`src/rtl/sram_like_pkg.sv`:
```
// sram_like_pkg: shared FSM state type and width helpers for the sram-like arbiter
package sram_like_pkg;
  typedef enum logic [1:0] {IDLE, REQ, WAIT} state_t;
  function automatic int grant_w(input int n);
    return (n > 1) ? $clog2(n) : 1;
  endfunction
  function automatic int strb_w(input int dw);
    return dw / 8;
  endfunction
endpackage

```
`src/rtl/sram_like_if.sv`:
```
// sram_like_if: sram-like master bus (req/addr_ok/data_ok) with master/slave modports
interface sram_like_if #(
  parameter int ADDR_W = 32,
  parameter int DATA_W = 32
);
  localparam int STRB_W = sram_like_pkg::strb_w(DATA_W);
  logic              m_req;
  logic              m_wr;
  logic [STRB_W-1:0] m_wstrb;
  logic [ADDR_W-1:0] m_addr;
  logic [DATA_W-1:0] m_wdata;
  logic              m_addr_ok;
  logic              m_data_ok;
  logic [DATA_W-1:0] m_rdata;
  modport master (
    output m_req, m_wr, m_wstrb, m_addr, m_wdata,
    input  m_addr_ok, m_data_ok, m_rdata
  );
  modport slave (
    input  m_req, m_wr, m_wstrb, m_addr, m_wdata,
    output m_addr_ok, m_data_ok, m_rdata
  );
endinterface

```
`src/rtl/sram_like_rr_pick.sv`:
```
// sram_like_rr_pick: winner among pending channels; round-robin with SRAM_LIKE_ARB_RR_EN, else fixed priority
module sram_like_rr_pick #(
  parameter int NUM_CH  = 2,
  parameter int GRANT_W = 1
) (
  input  logic [NUM_CH-1:0]  pend,
`ifdef SRAM_LIKE_ARB_RR_EN
  input  logic [GRANT_W-1:0] last,
`endif
  output logic [NUM_CH-1:0]  win_oh,
  output logic [GRANT_W-1:0] win_idx,
  output logic               any
);
  logic [NUM_CH-1:0] cand;
`ifdef SRAM_LIKE_ARB_RR_EN
  logic [NUM_CH-1:0] upper;
  always_comb begin
    upper = '0;
    for (int i = 0; i < NUM_CH; i++) upper[i] = i > int'(last);
  end
  // channels above the last grant go first; wrap to the lowest index otherwise
  assign cand = |(pend & upper) ? (pend & upper) : pend;
`else
  assign cand = pend;
`endif
  always_comb begin
    win_oh  = '0;
    win_idx = '0;
    for (int i = NUM_CH - 1; i >= 0; i--)
      if (cand[i]) begin
        win_oh  = NUM_CH'(1) << i;
        win_idx = GRANT_W'(i);
      end
  end
  assign any = |pend;
endmodule

```
`src/rtl/sram_like_arbiter.sv`:
```
// sram_like_arbiter: NUM_CH stalling SRAM ports onto one sram-like master; SRAM_LIKE_ARB_RR_EN selects round-robin
module sram_like_arbiter
  import sram_like_pkg::*;
#(
  parameter int NUM_CH = 2,
  parameter int ADDR_W = 32,
  parameter int DATA_W = 32,
  localparam int STRB_W  = strb_w(DATA_W),
  localparam int GRANT_W = grant_w(NUM_CH)
) (
  input  logic                           clk,
  input  logic                           rst,
  input  logic [NUM_CH-1:0]              ch_en,
  input  logic [NUM_CH-1:0][STRB_W-1:0]  ch_wen,
  input  logic [NUM_CH-1:0][ADDR_W-1:0]  ch_addr,
  input  logic [NUM_CH-1:0][DATA_W-1:0]  ch_wdata,
  output logic [NUM_CH-1:0][DATA_W-1:0]  ch_rdata,
  output logic [NUM_CH-1:0]              ch_stall,
  output logic                           stall_all,
  sram_like_if.master                    bus
);
  state_t              state;
  logic [NUM_CH-1:0]   done, win_oh;
  logic [GRANT_W-1:0]  grant, win_idx;
  logic                any, resp;
  logic [STRB_W-1:0]   sel_wen;
  logic [ADDR_W-1:0]   sel_addr;
  logic [DATA_W-1:0]   sel_wdata;
  assign ch_stall  = ch_en & ~done;
  assign stall_all = |ch_stall;
  assign resp      = bus.m_data_ok & ((state == REQ & bus.m_addr_ok) | state == WAIT);
  sram_like_rr_pick #(.NUM_CH(NUM_CH), .GRANT_W(GRANT_W)) u_pick (
    .pend    (ch_stall),
`ifdef SRAM_LIKE_ARB_RR_EN
    .last    (grant),
`endif
    .win_oh  (win_oh),
    .win_idx (win_idx),
    .any     (any)
  );
  always_comb begin
    sel_wen   = '0;
    sel_addr  = '0;
    sel_wdata = '0;
    for (int i = 0; i < NUM_CH; i++) begin
      sel_wen   |= ch_wen[i]   & {STRB_W{win_oh[i]}};
      sel_addr  |= ch_addr[i]  & {ADDR_W{win_oh[i]}};
      sel_wdata |= ch_wdata[i] & {DATA_W{win_oh[i]}};
    end
  end
  always_ff @(posedge clk) begin
    if (rst) begin
      state       <= IDLE;
      grant       <= '0;
      done        <= '0;
      ch_rdata    <= '0;
      bus.m_req   <= 1'b0;
      bus.m_wr    <= 1'b0;
      bus.m_wstrb <= '0;
      bus.m_addr  <= '0;
      bus.m_wdata <= '0;
    end else begin
      case (state)
        IDLE: if (any) begin
          grant       <= win_idx;
          bus.m_req   <= 1'b1;
          bus.m_wr    <= |sel_wen;
          bus.m_wstrb <= sel_wen;
          bus.m_addr  <= sel_addr;
          bus.m_wdata <= sel_wdata;
          state       <= REQ;
        end
        REQ: if (bus.m_addr_ok) begin
          bus.m_req <= 1'b0;
          state     <= bus.m_data_ok ? IDLE : WAIT;
        end
        WAIT: if (bus.m_data_ok) state <= IDLE;
        default: state <= IDLE;
      endcase
      // a cycle with no stall means the pipeline advanced, so the window closes
      if (!stall_all) done <= '0;
      else if (resp) done[grant] <= 1'b1;
      if (resp && !bus.m_wr) ch_rdata[grant] <= bus.m_rdata;
    end
  end
  for (genvar i = 0; i < NUM_CH; i++) begin : g_hold
    a_hold: assert property (@(posedge clk) disable iff (rst) ch_stall[i] |=> ch_en[i]);
  end
endmodule

```
`src/flat_wrapper.sv`:
```
// flat-port wrapper written by rule: the top's interface ports become plain ports
module sram_like_arbiter_flat import sram_like_pkg::*;
#(
  parameter int NUM_CH = 2,
  parameter int ADDR_W = 32,
  parameter int DATA_W = 32,
  localparam int STRB_W  = strb_w(DATA_W),
  localparam int GRANT_W = grant_w(NUM_CH)
)
  (clk, rst, ch_en, ch_wen, ch_addr, ch_wdata, ch_rdata, ch_stall, stall_all, bus_m_req, bus_m_wr, bus_m_wstrb, bus_m_addr, bus_m_wdata, bus_m_addr_ok, bus_m_data_ok, bus_m_rdata);
  sram_like_if #(.ADDR_W(ADDR_W), .DATA_W(DATA_W)) bus_i ();
  input  logic clk;
  input  logic rst;
  input  logic [NUM_CH-1:0] ch_en;
  input  logic [NUM_CH-1:0][STRB_W-1:0] ch_wen;
  input  logic [NUM_CH-1:0][ADDR_W-1:0] ch_addr;
  input  logic [NUM_CH-1:0][DATA_W-1:0] ch_wdata;
  output logic [NUM_CH-1:0][DATA_W-1:0] ch_rdata;
  output logic [NUM_CH-1:0] ch_stall;
  output logic stall_all;
  output wire logic [$bits(bus_i.m_req)-1:0] bus_m_req;
  output wire logic [$bits(bus_i.m_wr)-1:0] bus_m_wr;
  output wire logic [$bits(bus_i.m_wstrb)-1:0] bus_m_wstrb;
  output wire logic [$bits(bus_i.m_addr)-1:0] bus_m_addr;
  output wire logic [$bits(bus_i.m_wdata)-1:0] bus_m_wdata;
  input wire logic [$bits(bus_i.m_addr_ok)-1:0] bus_m_addr_ok;
  input wire logic [$bits(bus_i.m_data_ok)-1:0] bus_m_data_ok;
  input wire logic [$bits(bus_i.m_rdata)-1:0] bus_m_rdata;
  assign bus_m_req = bus_i.m_req;
  assign bus_m_wr = bus_i.m_wr;
  assign bus_m_wstrb = bus_i.m_wstrb;
  assign bus_m_addr = bus_i.m_addr;
  assign bus_m_wdata = bus_i.m_wdata;
  assign bus_i.m_addr_ok = bus_m_addr_ok;
  assign bus_i.m_data_ok = bus_m_data_ok;
  assign bus_i.m_rdata = bus_m_rdata;
  sram_like_arbiter #(.NUM_CH(NUM_CH), .ADDR_W(ADDR_W), .DATA_W(DATA_W)) u_core (.clk(clk), .rst(rst), .ch_en(ch_en), .ch_wen(ch_wen), .ch_addr(ch_addr), .ch_wdata(ch_wdata), .ch_rdata(ch_rdata), .ch_stall(ch_stall), .stall_all(stall_all), .bus(bus_i));
endmodule
```
`config.mk`:
```
export PLATFORM = sky130hd
export DESIGN_NAME = sram_like_arbiter_flat
export DESIGN_NICKNAME = d
export VERILOG_FILES = /design/src/rtl/sram_like_pkg.sv /design/src/rtl/sram_like_if.sv /design/src/rtl/sram_like_rr_pick.sv /design/src/rtl/sram_like_arbiter.sv /design/src/flat_wrapper.sv
export SDC_FILE = /design/constraint.sdc
export NUM_CORES = 1
export LEC_CHECK = 0
export CAP_MARGIN = 10
export CORE_MARGIN = 2
export CORE_UTILIZATION = 30
export DETAILED_ROUTE_END_ITERATION = 8
export GPL_ROUTABILITY_DRIVEN = 0
export PLACE_DENSITY = 0.62
export SYNTH_ARGS = -nofsm -noshare
export SYNTH_HDL_FRONTEND = slang
export SYNTH_HIERARCHICAL = 1
export SYNTH_SLANG_ARGS = --single-unit
```
`constraint.sdc`:
```
create_clock -name clk -period 3.66 [get_ports clk]
set_clock_uncertainty 0.1 [all_clocks]
set_input_delay 0.732 -clock clk [delete_from_list [all_inputs] [get_ports clk]]
set_output_delay 0.732 -clock clk [all_outputs]
set_load 0.1 [all_outputs]
```
== After elaboration in Yosys (flattened, before gate mapping) ==
Cells that the tools add are included.

* Flip-flop bits (word level): 139
* Input port bits: 174
* Output and inout port bits: 137
* Logic and storage cells: 61

* Bitwise operators: 16
* Equal/unequal tests: 5
* Reductions and logical operators: 11
* Multiplexer cells: 17
* Magnitude comparators: 2

{| class="wikitable"
|+ Operator list
! cell !! count
|-
| 32-bit AND || 4
|-
| 64-bit bitwise mux || 1
|-
| 32-bit OR || 2
|-
| 32-bit demux with 1-bit select || 1
|-
| 32-bit 2-to-1 mux || 1
|-
| 2-bit 2-to-1 mux || 6
|-
| 4-bit AND || 2
|-
| 2-bit != test, second input constant || 3
|-
| 2-bit case mux with 3 select lines || 1
|-
| 3-bit AND reduction || 2
|-
| 1-bit 2-to-1 mux || 5
|-
| 4-bit OR || 1
|-
| 2-bit OR reduction || 2
|-
| 4-bit OR reduction || 1
|-
| 1-bit AND || 2
|-
| 2-bit AND || 1
|-
| 2-bit by 1-bit equality test with 1-bit output, second input constant || 1
|-
| 2-bit equality test, second input constant || 1
|-
| 1-bit logical AND || 2
|-
| 2-bit logical NOT || 1
|-
| 1-bit by 2-bit < comparator with 1-bit output, second input constant || 1
|-
| 2-bit NOT || 1
|-
| 2-bit OR || 1
|-
| 1-bit case mux with 2 select lines || 1
|-
| 7 further kinds || 7
|}

== Longest topological paths before layout ==
* Word-level depth: 7
* Mapped depth: 9
* Depth with buffers taken out: 6

== Hierarchy ==
The synthesis kept the hierarchy.

{| class="wikitable"
|+ By module, submodules not included
! module !! seq. area each (um^2) !! instances !! cells an instance !! area each (um^2)
|-
| sram_like_arbiter || 2782.7 || 1 || 629 || 5307.6
|-
| sram_like_rr_pick || 0.0 || 1 || 4 || 27.5
|}

== Worst setup path before layout ==
OpenSTA, ideal clock, no wires.

* Kind: in2out
* Start: input ch_en[0]
* End: output stall_all
* Slack: 0.002 ns
* Stages on the path: 2
* Buffers on the path: 0
* Data required time: 2.828 ns
* Arrival: 2.826 ns
* Cell sequence: nor2b_1 > or2_2

* Word-level cells in the longest chain between the ends: 2

{| class="wikitable"
|+ RTL lines
! element !! line !! text
|-
| from (decl) || flat_wrapper.sv:14 || <nowiki>input logic [NUM_CH-1:0] ch_en;</nowiki>
|-
| 2-bit AND || sram_like_arbiter.sv:29 || <nowiki>assign ch_stall = ch_en & ~done;</nowiki>
|-
| 2-bit OR reduction || sram_like_arbiter.sv:30 || <nowiki>assign stall_all = |ch_stall;</nowiki>
|-
| to (decl) || flat_wrapper.sv:20 || <nowiki>output logic stall_all;</nowiki>
|}

Every way passes these cells.

== Worst setup path after layout ==
* Start: register u_core.bus.m_wdata[1]
* End: output bus_m_wdata[1]

{| class="wikitable"
|+ RTL lines
! element !! line !! text
|-
| from (decl) || sram_like_if.sv:16 || <nowiki>output m_req, m_wr, m_wstrb, m_addr, m_wdata,</nowiki>
|-
| from (signal assigned) || sram_like_arbiter.sv:70 || <nowiki>bus.m_wdata <= sel_wdata;</nowiki>
|-
| to (decl) || flat_wrapper.sv:25 || <nowiki>output wire logic [$bits(bus_i.m_wdata)-1:0] bus_m_wdata;</nowiki>
|}

No word-level cell between the ends.

==> metrics.txt <==
Critical Path AT 1.91 ns; Worst-Margin Slew between 1 and 1.5 ns; first drt pass iteration count 4; WL met2 a little under 9 mm; CTS sink count roughly 140; register area share after synthesis 0.522; Fin. Hold Viols 0; Crit. End Element output port; vias in the first global route ~5400; Syn Area/Cell 8.43 sq um; Cell Area, Synth 0.00534 sq mm; hold buffers post-CTS 0; initial antenna violation count 0; Max IR drop VDD ~0.00031 V; Synth top area share 0.522; Die Ht around 140 um; Vias/cell about 4.9; CTS tree done; Critical Path RT around 2.8 ns; Clk Latency, worst-skew pair a little over 0.4 ns; multi-input logic area approximately 0.0023 sq mm; hold crit path type reg -> reg; layout net count approximately 1100; unrepaired setup endpoints after global routing false; Final Max Slew Viols 0; drt drc 0; Starting Density 0.307; port buffer count 310; PwrDens about 540 mW/mm^2; most numerous cell in the Yosys netlist dfxtp_1; Slew headroom 0.273; Main synth FF type dfxtp_1; Distinct cells, synth 31; die width 137 um; top cells by area, synth dfxtp_1, nand2_1, a221oi_1, nor3_1, a21oi_1; DRT met1 WL around 8 mm; Row Count 48; first-pass GRT wire length 28.5 mm; Area Growth Syn to Fin 73.4%; Yosys Warn Count 6; Buf/Inv on CP 1; post-CTS setup buffers 0; maxcap violations 0; IO Pins 311; H-tree depth 4; critical path class reg -> out; diode count 0; gr ovfl total 0; Synth Register Bits approximately 140; Clock transition at path regs roughly 0.060 ns; drt initial violations 236; Yosys top cell by area dfxtp_1; register area 0.00278 sq mm; CP max stage delay around 1.2 ns; CTS root buf clkbuf_16; post-route ant nets 0; Post-CTS Resized 0; Final WS setup 0.913 ns; Filler cells ~1700; Layout Cells excl Fill approximately 1200; layout cells sized above 1 0.0746; routed via count between 5000 and 6000; Detailed Route WL 18.9 mm; post-detail-place hpwl about 13 mm; CP Launch Type flop; commonest cells in the netlist dfxtp_1, nand2_1, nor2_1, nor3_1, a21oi_1; Core ar. 0.0174 sq mm; Worst path slowest cell clkdlybuf4s50_1; EDFF count, synth 0; final setup fails 0; die area roughly 0.019 sq mm; async set or reset register ratio after synthesis 0; period utilization 0.751; Max FO, Critical Path 2; largest net degree at the start of global routing 75; FMAX 0.364 GHz; Net Count, Synth 807; pre-CTS setup slack between 0.7 and 0.8 ns; P_leak approximately 3.3 nW; Cell Chain, Critical Path clkdlybuf4s50_1; CTS max path bufs 2; Syn Inst Count ~630; placed cell count ~1100; all-layer global routing usage 0.195; delay-heaviest family, CP buffers and inverters; DR WL met3 between 1.5 and 2 mm; top sig layer met4; setup_tns 0 ns; status finished clean; Inserted Clock Buffers 17; fin crit period between 2 and 3 ns; wire per inst about 16 um
==> sequential cells by signal, summed over array words and instances (netlist names) <==
signal	count
u_core/done	2
u_core/state	2
u_core/bus.m_req	1
u_core/grant	1
u_core/bus.m_addr	32
u_core/ch_rdata	64
u_core/bus.m_wdata	32
u_core/bus.m_wstrb	4
u_core/bus.m_wr	1
==> metrics by stage <==
step / total power [mW] / hold slack [ns] / utilization / area [sq um]
after floorplan: 2.73 / 0.341 / - / 5340
after global placement: 3.22 / 0.341 / 0.496 / 8620
after detailed placement: 3.22 / 0.346 / 0.496 / 8620
after CTS: 5.08 / 0.354 / 0.533 / 9250
after global routing: 5.22 / 0.367 / 0.533 / 9250
final: 5.02 / 0.351 / 0.533 / 9250
==> kinds of logic (layout without fill, tap and decap cells) <==
| group | count (synthesis) | in the layout | synth area share |
|---|---|---|---|
| AOI/OAI and AO/OA | 148 | 148 | 0.204 |
| buffers and inverters | 62 | 354 | 0.0492 |
| DFF | 139 | 139 | 0.522 |
| muxes | 1 | 1 | 0.00188 |
| and+or+nand+nor | 283 | 283 | 0.223 |
==> power breakdown <==
group          internal [mW]  switching [mW]  total [mW]
Combinational          0.458            1.05        1.51
Clock                   1.17           0.674        1.84
Sequential              1.62          0.0565        1.67
Total                   3.24            1.78        5.02
==> layout make-up <==
type                       count  share of cell area
clock inverter                13              0.0204
tap                          225              0.0304
multi-input combinational    432               0.251
timing repair buffer         321               0.349
clock buffer                  19              0.0479
sequential                   139               0.301
inverter                       1            0.000406
==> cell usage in the layout, fill, tap and decap left out, types with 4 or more instances in the layout <==
cell / count
a221oi_1: 56
nor2_1: 70
buf_4: 15
clkdlybuf4s50_1: 301
buf_12: 5
a221oi_2: 10
clkbuf_16: 17
nor3_1: 68
dfxtp_1: 139
a21oi_1: 67
nand2_1: 131
bufinv_16: 4
==> final timing paths <==
path / startpoint / endpoint / slack (ns) / cells after the start
max: u_core/bus.m_wdata[1] / bus_m_wdata[1] / 0.91 / 1
min: u_core/ch_rdata[37] / u_core/ch_rdata[37] / 0.35 / 2
max reg2reg: u_core/state[0] / u_core/ch_rdata[60] / 1.52 / 4
min reg2reg: u_core/ch_rdata[37] / u_core/ch_rdata[37] / 0.35 / 2
==> worst min-delay path: cells and delay by family (launching register included) <==
family           cells  cell delay [ns]
flip-flops           1             0.31
AO/OA/AOI/OAI        1             0.05
AND/OR/NAND/NOR      1             0.05
==> metal layers <==
layer / vias up / global-route usage
met5: - / 0
met2: 225 / 0.312
met1: 2558 / 0.234
met3: 28 / 0.0839
met4: 0 / 0.0682
li1: 2778 / -
No activity file was read; power rests on OpenSTA's default activity.
